## src/rtl/control_pkg.sv

```systemverilog
// Shared encodings for the LEGv8-subset control unit: FSM states, PC-select and
// ALU function codes, opcode constants and the control-word layout.
package control_pkg;

  typedef enum logic [1:0] {
    S_FETCH = 2'd0,
    S_EXEC  = 2'd1,
    S_MEM   = 2'd2,
    S_HALT  = 2'd3
  } state_t;

  localparam logic [1:0] PS_HOLD   = 2'b00;
  localparam logic [1:0] PS_INC    = 2'b01;
  localparam logic [1:0] PS_BRANCH = 2'b10;
  localparam logic [1:0] PS_JUMP   = 2'b11;

  localparam logic [4:0] FS_AND = 5'b00000;
  localparam logic [4:0] FS_OR  = 5'b00100;
  localparam logic [4:0] FS_ADD = 5'b01000;
  localparam logic [4:0] FS_SUB = 5'b01001;

  localparam logic [10:0] OP_ADD  = 11'b10001011000;
  localparam logic [10:0] OP_SUB  = 11'b11001011000;
  localparam logic [10:0] OP_AND  = 11'b10001010000;
  localparam logic [10:0] OP_ORR  = 11'b10101010000;
  localparam logic [10:0] OP_LDUR = 11'b11111000010;
  localparam logic [10:0] OP_STUR = 11'b11111000000;
  localparam logic [9:0]  OP_ADDI = 10'b1001000100;
  localparam logic [9:0]  OP_SUBI = 10'b1101000100;
  localparam logic [7:0]  OP_CBZ  = 8'b10110100;
  localparam logic [7:0]  OP_CBNZ = 8'b10110101;
  localparam logic [5:0]  OP_B    = 6'b000101;

  // Bit positions of each field inside the 26-bit control word.
  localparam int CW_PS_LSB  = 24;
  localparam int CW_DA_LSB  = 19;
  localparam int CW_SA_LSB  = 14;
  localparam int CW_SB_LSB  = 9;
  localparam int CW_FS_LSB  = 4;
  localparam int CW_REGW    = 3;
  localparam int CW_RAMW    = 2;
  localparam int CW_SELALU  = 1;
  localparam int CW_SELK    = 0;

  typedef struct packed {
    logic [1:0] ps;
    logic [4:0] da;
    logic [4:0] sa;
    logic [4:0] sb;
    logic [4:0] fs;
    logic       reg_w;
    logic       ram_w;
    logic       sel_alu;
    logic       sel_k;
  } ctrl_word_t;

  function automatic logic [4:0] rtype_fs(input logic [10:0] op);
    case (op)
      OP_SUB:  return FS_SUB;
      OP_AND:  return FS_AND;
      OP_ORR:  return FS_OR;
      default: return FS_ADD;
    endcase
  endfunction

endpackage

```

## src/rtl/control_unit_fsm_if.sv

```systemverilog
// Bundle between instruction memory / datapath and the control unit.
interface control_unit_fsm_if #(parameter int RETIRE_W = 32);
  logic [31:0]         instruction;
  logic [3:0]          status;
  logic [25:0]         controlWord;
  logic [63:0]         K;
  logic [1:0]          state;
  logic                halted;
  logic [RETIRE_W-1:0] retired;

  modport master (input instruction, status,
                  output controlWord, K, state, halted, retired);
  modport slave  (output instruction, status,
                  input controlWord, K, state, halted, retired);
endinterface

```

## src/rtl/control_unit_fsm_decoder.sv

```systemverilog
// Combinational decode of the latched instruction into control word and constant K.
// Only EXEC and MEM produce a non-idle word; status feeds nothing but PS.
module instr_decoder
  import control_pkg::*;
(
  input  logic [31:0] ir,
  input  logic [3:0]  status,
  input  state_t      state,
  output ctrl_word_t  cw,
  output logic [63:0] k,
  output logic        valid,
  output logic        is_load
);
  logic [10:0] op11;
  logic [9:0]  op10;
  logic [7:0]  op8;
  logic [5:0]  op6;
  logic [4:0]  rd, rn, rm;
  logic [63:0] k_imm12, k_d9, k_cb, k_b;

  assign op11 = ir[31:21];
  assign op10 = ir[31:22];
  assign op8  = ir[31:24];
  assign op6  = ir[31:26];
  assign rd   = ir[4:0];
  assign rn   = ir[9:5];
  assign rm   = ir[20:16];

  assign k_imm12 = {52'b0, ir[21:10]};
  assign k_d9    = {{55{ir[20]}}, ir[20:12]};
  assign k_cb    = {{43{ir[23]}}, ir[23:5], 2'b00};
  assign k_b     = {{36{ir[25]}}, ir[25:0], 2'b00};

  always_comb begin
    cw      = '0;
    k       = '0;
    valid   = 1'b0;
    is_load = 1'b0;
    if (state == S_EXEC || state == S_MEM) begin
      // Longest opcode wins: 11-bit, then 10, 8, 6.
      if (op11 == OP_ADD || op11 == OP_SUB || op11 == OP_AND || op11 == OP_ORR) begin
        valid      = 1'b1;
        cw.ps      = PS_INC;
        cw.da      = rd;
        cw.sa      = rn;
        cw.sb      = rm;
        cw.fs      = rtype_fs(op11);
        cw.reg_w   = 1'b1;
        cw.sel_alu = 1'b1;
      end else if (op11 == OP_LDUR) begin
        valid    = 1'b1;
        is_load  = 1'b1;
        cw.sa    = rn;
        cw.fs    = FS_ADD;
        cw.sel_k = 1'b1;
        k        = k_d9;
        if (state == S_MEM) begin
          cw.da    = rd;
          cw.reg_w = 1'b1;
          cw.ps    = PS_INC;
        end else begin
          cw.sel_alu = 1'b1;
        end
      end else if (op11 == OP_STUR) begin
        valid      = 1'b1;
        cw.ps      = PS_INC;
        cw.sa      = rn;
        cw.sb      = rd;
        cw.fs      = FS_ADD;
        cw.ram_w   = 1'b1;
        cw.sel_alu = 1'b1;
        cw.sel_k   = 1'b1;
        k          = k_d9;
      end else if (op10 == OP_ADDI || op10 == OP_SUBI) begin
        valid      = 1'b1;
        cw.ps      = PS_INC;
        cw.da      = rd;
        cw.sa      = rn;
        cw.fs      = (op10 == OP_SUBI) ? FS_SUB : FS_ADD;
        cw.reg_w   = 1'b1;
        cw.sel_alu = 1'b1;
        cw.sel_k   = 1'b1;
        k          = k_imm12;
      end else if (op8 == OP_CBZ || op8 == OP_CBNZ) begin
        valid      = 1'b1;
        cw.sa      = rd;
        cw.sb      = 5'd31;
        cw.fs      = FS_OR;
        cw.sel_alu = 1'b1;
        k          = k_cb;
        cw.ps      = ((op8 == OP_CBZ) == status[0]) ? PS_BRANCH : PS_INC;
      end else if (op6 == OP_B) begin
        valid      = 1'b1;
        cw.ps      = PS_BRANCH;
        cw.sel_alu = 1'b1;
        k          = k_b;
      end
      if (!valid || (state == S_MEM && !is_load)) begin
        cw = '0;
        k  = '0;
      end
    end
  end
endmodule

```

## src/rtl/control_unit_fsm.sv

```systemverilog
// Multi-cycle LEGv8-subset control unit: FETCH/EXEC/MEM/HALT sequencer holding
// the instruction register and a retired-instruction counter.
module control_unit_fsm
  import control_pkg::*;
#(
  parameter int RETIRE_W = 32
) (
  input logic                 clock,
  input logic                 reset,
  control_unit_fsm_if.master  bus
);
  state_t              st, st_nxt;
  logic [31:0]         ir;
  logic [RETIRE_W-1:0] retired;
  logic                retire;
  logic                valid, is_load;
  ctrl_word_t          cw;
  logic [63:0]         k;

  instr_decoder u_dec (
    .ir      (ir),
    .status  (bus.status),
    .state   (st),
    .cw      (cw),
    .k       (k),
    .valid   (valid),
    .is_load (is_load)
  );

  always_ff @(posedge clock or posedge reset) begin
    if (reset) begin
      st      <= S_FETCH;
      ir      <= '0;
      retired <= '0;
    end else begin
      st <= st_nxt;
      if (st == S_FETCH) ir <= bus.instruction;
      if (retire) retired <= retired + 1'b1;
    end
  end

  always_comb begin
    st_nxt = st;
    retire = 1'b0;
    case (st)
      S_FETCH: st_nxt = S_EXEC;
      S_EXEC: begin
        if (!valid) st_nxt = S_HALT;
        else if (is_load) st_nxt = S_MEM;
        else begin
          st_nxt = S_FETCH;
          retire = 1'b1;
        end
      end
      S_MEM: begin
        st_nxt = S_FETCH;
        retire = 1'b1;
      end
      default: st_nxt = S_HALT;
    endcase
  end

  assign bus.controlWord = cw;
  assign bus.K           = k;
  assign bus.state       = st;
  assign bus.halted      = (st == S_HALT);
  assign bus.retired     = retired;
endmodule
```

## src/flat_wrapper.sv

```systemverilog
// flat-port wrapper written by rule: the top's interface ports become plain ports
module control_unit_fsm_flat import control_pkg::*;
#(
  parameter int RETIRE_W = 32
)
  (clock, reset, bus_instruction, bus_status, bus_controlWord, bus_K, bus_state, bus_halted, bus_retired);
  control_unit_fsm_if #(.RETIRE_W(RETIRE_W)) bus_i ();
  input logic clock;
  input logic reset;
  input wire logic [$bits(bus_i.instruction)-1:0] bus_instruction;
  input wire logic [$bits(bus_i.status)-1:0] bus_status;
  output wire logic [$bits(bus_i.controlWord)-1:0] bus_controlWord;
  output wire logic [$bits(bus_i.K)-1:0] bus_K;
  output wire logic [$bits(bus_i.state)-1:0] bus_state;
  output wire logic [$bits(bus_i.halted)-1:0] bus_halted;
  output wire logic [$bits(bus_i.retired)-1:0] bus_retired;
  assign bus_i.instruction = bus_instruction;
  assign bus_i.status = bus_status;
  assign bus_controlWord = bus_i.controlWord;
  assign bus_K = bus_i.K;
  assign bus_state = bus_i.state;
  assign bus_halted = bus_i.halted;
  assign bus_retired = bus_i.retired;
  control_unit_fsm #(.RETIRE_W(RETIRE_W)) u_core (.clock(clock), .reset(reset), .bus(bus_i));
endmodule
```

## config.mk

```make
export PLATFORM = sky130hd
export DESIGN_NAME = control_unit_fsm_flat
export DESIGN_NICKNAME = d
export VERILOG_FILES = /design/src/rtl/control_pkg.sv /design/src/rtl/control_unit_fsm_if.sv /design/src/rtl/control_unit_fsm_decoder.sv /design/src/rtl/control_unit_fsm.sv /design/src/flat_wrapper.sv
export SDC_FILE = /design/constraint.sdc
export NUM_CORES = 1
export LEC_CHECK = 0
export CAP_MARGIN = 15
export CORE_ASPECT_RATIO = 1.25
export CORE_MARGIN = 2
export CORE_UTILIZATION = 49
export DETAILED_ROUTE_END_ITERATION = 10
export PLACE_DENSITY_LB_ADDON = 0.25
export SLEW_MARGIN = 25
export SYNTH_ARGS = -nofsm -noshare
export SYNTH_HDL_FRONTEND = slang
export SYNTH_HIERARCHICAL = 1
export SYNTH_SLANG_ARGS = --single-unit
```

## constraint.sdc

```tcl
create_clock -name clock -period 12.03 [get_ports clock]
set_input_delay 3.0075 -clock clock [delete_from_list [all_inputs] [get_ports clock]]
set_output_delay 3.0075 -clock clock [all_outputs]
set_load 0.005 [all_outputs]
```

# == Word level (Yosys, flattened, before mapping) ==
# Index checks and enable logic that the tools add are counted.
# totals
register_bits,66
in_bits,38
out_inout_bits,125
elab_cells,88
# op_classes
addsub,1
eq_ne,15
muxes,58
reduce_logical,11
# op_table
cell,count
64-bit 2-to-1 mux,8
"11-bit == test, second input constant",6
26-bit 2-to-1 mux,2
"32-bit by 1-bit adder with 32-bit output, second input constant",1
15-bit 2-to-1 mux,2
5-bit 2-to-1 mux,6
1-bit 2-to-1 mux,24
23-bit 2-to-1 mux,1
"10-bit == test, second input constant",2
2-bit 2-to-1 mux,9
"8-bit == test, second input constant",2
12-bit 2-to-1 mux,1
6-bit 2-to-1 mux,2
4-bit case mux with 3 select lines,1
1-bit logical OR,7
"6-bit by 3-bit == test with 1-bit output, second input constant",1
2-bit case mux with 3 select lines,1
"2-bit == test, second input constant",2
"2-bit by 1-bit == test with 1-bit output, second input constant",1
1-bit zero test,2
2-bit zero test,1
1-bit case mux with 2 select lines,1
1-bit == test,1
1-bit logical AND,1

# == Depth between registers and ports, before layout ==
# logic_depth
word_depth,12
depth_mapped,11
depth_no_buf,9

# == By module ==
# The synthesis kept the hierarchy.
# modules_own_cells
module,n_inst,cells_per_inst,area_each_um2,seq_area_each_um2
control_unit_fsm,1,229,3004.1,1651.6
instr_decoder,1,231,1493.9,0.0

# == Worst setup path before layout ==
# OpenSTA, ideal clock, no wires.
# synth_path
kind,input to output
from,in bus_status[0]
to,out bus_controlWord[24]
t_arrival_ns,3.502
required_ns,9.022
slack_ns,5.521
stages,4
n_path_buf,0
cell_sequence,xor2_1 -> nor2_1 -> nor2_1 -> nor3_1
# synth_via
elab_chain_len,9
# synth_rtl
item,line_no,source
"start, declared",flat_wrapper.sv:11,input wire logic [$bits(bus_i.status)-1:0] bus_status;
1-bit == test,control_unit_fsm_decoder.sv:91,cw.ps = ((op8 == OP_CBZ) == status[0]) ? PS_BRANCH : PS_INC;
2-bit 2-to-1 mux,control_unit_fsm_decoder.sv:91,
2-bit 2-to-1 mux,control_unit_fsm_decoder.sv:84,end else if (op8 == OP_CBZ || op8 == OP_CBNZ) begin
2-bit 2-to-1 mux,control_unit_fsm_decoder.sv:74,end else if (op10 == OP_ADDI || op10 == OP_SUBI) begin
2-bit 2-to-1 mux,control_unit_fsm_decoder.sv:64,end else if (op11 == OP_STUR) begin
12-bit 2-to-1 mux,control_unit_fsm_decoder.sv:50,end else if (op11 == OP_LDUR) begin
23-bit 2-to-1 mux,control_unit_fsm_decoder.sv:41,if (op11 == OP_ADD || op11 == OP_SUB || op11 == OP_AND || op11 == OP_ORR) begin
26-bit 2-to-1 mux,control_unit_fsm_decoder.sv:98,if (!valid || (state == S_MEM && !is_load)) begin
26-bit 2-to-1 mux,control_unit_fsm_decoder.sv:39,if (state == S_EXEC || state == S_MEM) begin
"end, declared",flat_wrapper.sv:12,output wire logic [$bits(bus_i.controlWord)-1:0] bus_controlWord;
# Every way passes these cells.

# == Worst setup path in the final report ==
# Same ends and word-level chain as after synthesis.

==> results.md <==
- Status: complete, no violations
- Sw frac: 37.25%
- Total global routing overflow: 0
- Warnings, synthesis: 6
- CTS tree: done
- Area grow syn2layout: 36.97%
- Die Y: 111.1 um
- Worst Max-Slew Pin Slew: 0.9099 ns
- Depth of the CTS H-tree: 3
- Dpl ws: 4.357 ns
- #FFs+latches synth: 66
- Net Sw Power: 387.7 uW
- Wire per inst: 17.24 um
- Critical Path Fanout Max: 2
- Crit share post-route: 63.32%
- Clock Tree Buf Depth: 2
- Leading cell types in the layout, fill and taps excluded: 157 x clkdlybuf4s50_1, 66 x dfrtp_1, 36 x nand2_1, 32 x mux2_2, 31 x nor2_1
- Largest cells by area after synthesis: dfrtp_1 37%, mux2_2 8.0%, buf_4 6.7%, xor2_1 3.5%, a22o_1 3.1%
- Die Span X: around 90 um
- Fin. max-slew vios: 0
- N_diodes: 0
- Layout net count: 613
- CP arrival: 4.61 ns
- FF-to-FF path depth: 9
- Max Cap Viol: 0
- Starting density of the core: between 40% and 50%
- Drt via density: 5.669
- CP Capture Type: output port
- CTS sink count: 66
- Reg2reg end: u_core/bus.retired[31]$_DFFE_PP0P_
- Number of remaining DRC errors: 0
- Final setup viols: 0
- Largest net degree at the start of global routing: 67
- Mean post-synth cell area: 9.778 um2
- Seq pwr share: 38.0%
- Setup CP Type: in -> out
- Sequential element share of the synthesized area: between 30% and 40%
- Setup Buffers After CTS: 0
- Iter 0 DRT Violations: between 200 and 250
- Worst reg2reg startpoint: u_core/ir[25]$_DFFE_PP0P_
- Clock slew at reported path FFs: around 0.05 ns
- Synth Flop Type: dfrtp_1
- Die Area: ~10000 um2
- Gp weighted congestion: 0.8701
- Top delay family on crit path: buffers and inverters
- Commonest non-fill, non-tap cell in the layout: clkdlybuf4s50_1
- Min-delay src: u_core/bus.retired[31]$_DFFE_PP0P_
- Io pins: 163
- Number of synthesized flops with an enable pin: 0
- Global-route wire length before repair: approximately 19,000 um
- Worst path bufs/invs: 2
- Post-Route WL: ~12,000 um
- IO buf count: 157
- Layout cells sized above 1: 14.11%
- P per Cell Area: between 150 and 200 nW/um2
- CTS resizes: 0
- Total CTS buffers: 9
- 1st-pass router iterations: 5
- Fmax: 131.3 MHz
- Hold Crit Class: reg -> reg
- Min cycle time layout: 7.618 ns
- Vias in the first global route: about 3,800
- Worst Path Required: 9.02 ns
- Slowest cell on crit path: clkdlybuf4s50_1
- Gate Count Post-Synth: 460
- Clk_lat worst skew: 0.33 ns
- Synth area leader: dfrtp_1
- Row cnt: 39
- Clock Skews: 0.006613 ns
- Share of the synthesized area in the top cell type: 36.72%
- Part of the power in the clock network: about 26%
- CP startpoint kind: input port
- Max stage delay on crit path: between 0.5 and 0.6 ns
- Initial antenna violation count: 0
- VDD IR max: 0.00009004 V
- ANT nets after route: 0
- Worst slew margin: 39.34%
- Internal Pwr Total: between 600 and 700 uW
- Post-DP HPWL: 8797 um
- R2r setup slk: 8.24 ns
- Root Buffer: clkbuf_16
- FFs w/ async S/R, synth: 100.0%
- Hold Vio Cnt, Final: 0
- All-Layer GR Usage: roughly 25%
- Critical-path cell list: clkdlybuf4s50_1 > xor2_1 > nor2_1 > nor2_1 > nor3_1 > clkdlybuf4s50_1
- Vias: 3,951
- Hold Path End: u_core/bus.retired[31]$_DFFE_PP0P_
- Combinational share of power: 36.5%
- Core area: 9027 um2
- LEAKAGE: between 0.002 and 0.003 uW
- Unrepaired setup endpoints after global routing: false
- Post-CTS Hold Buffers: 0
- Netlist cell types: 58
- Hold Path Cell Cnt: 1
- Final worst-path setup slack: between 4 and 5 ns
- Levels on crit path: 6
- Setup TNS: 0 ns
- Synthesized area: 4498 um2
[synthesized netlist by cell type (3+ instances only)]
cell,instances
a22o_1,16
nor2_1,31
clkbuf_1,12
inv_1,7
and3_1,6
nor4_4,4
dfrtp_1,66
a21oi_1,15
nand2_1,36
o21ai_0,3
buf_6,3
and4bb_1,3
nand4_1,10
ha_1,6
a21oi_2,10
nand3_1,12
xnor2_1,15
a21o_1,6
buf_4,40
o22ai_1,6
nor3_1,26
and2_1,14
xor2_1,18
buf_2,7
a221oi_1,5
a22oi_1,8
and4_1,3
mux2_2,32
[layout make-up]
class | count | area [um2]
clock buffers | 12 | 256.5
clock inverters | 4 | 50.05
fillers | 705 | 2867
inverters | 7 | 26.28
multi-input cells | 324 | 2421
flip-flops and latches | 66 | 1652
well taps | 123 | 153.9
repair buffers | 161 | 1602
[power by group through the flow]
stage / Combinational, uW / Sequential (uW) / Clock [uW]
2_1_floorplan: 300 / 356 / 0
3_3_place_gp: 367 / 393 / 0
3_5_place_dp: 375 / 396 / 0
4_1_cts: 379 / 393 / 270
5_1_grt: 415 / 407 / 281
6_report: 380 / 395 / 265
[metrics by stage]
stage          total power (uW)  util [%]  cells  instance area [um2]  hold slack, ns
2_1_floorplan             655.5         -    461                 4502          0.4647
3_3_place_gp              760.2     64.77    681                 5847          0.4589
3_5_place_dp              771.1     64.77    681                 5847          0.4649
4_1_cts                    1042     68.16    697                 6153          0.4759
5_1_grt                    1103     68.25    697                 6161          0.4808
6_report                   1041     68.25    697                 6161          0.4690
[cell families after synthesis]
| kind of cell | synth area share (%) |
|---|---|
| adders and majority gates | 1.669 |
| and+or+nand+nor | 22.36 |
| buffers and inverters | 10.13 |
| DFF | 36.72 |
| xor gates and xnor gates | 6.426 |
| other | 0.08337 |
| muxes | 8.011 |
| AOI/OAI and AO/OA | 14.60 |
[worst max-delay path by stage]
stage	from	endpoint	slack, ns
finish	bus_status[0]	bus_controlWord[24]	4.41
global route	bus_status[0]	bus_controlWord[24]	4.30
CTS	bus_status[0]	bus_controlWord[24]	4.35
detailed placement	bus_status[0]	bus_controlWord[24]	4.36
global placement	bus_status[0]	bus_controlWord[24]	4.34
floorplan	bus_status[0]	bus_controlWord[24]	5.52
[flip-flops by register name, indices dropped and copies added (netlist names)]
signal / flops
u_core/ir: 32
u_core/bus.state: 2
u_core/bus.retired: 32
[per-layer routing]
metal / global-route usage, % / up-vias / wire length (um)
li1: - / 1834 / -
met3: 6.850 / 29 / 1034
met5: 0 / - / 0
met4: 8.955 / 0 / 323
met2: 41.42 / 194 / 6179
met1: 29.28 / 1894 / 4481
No activity file was read; power rests on OpenSTA's default activity.
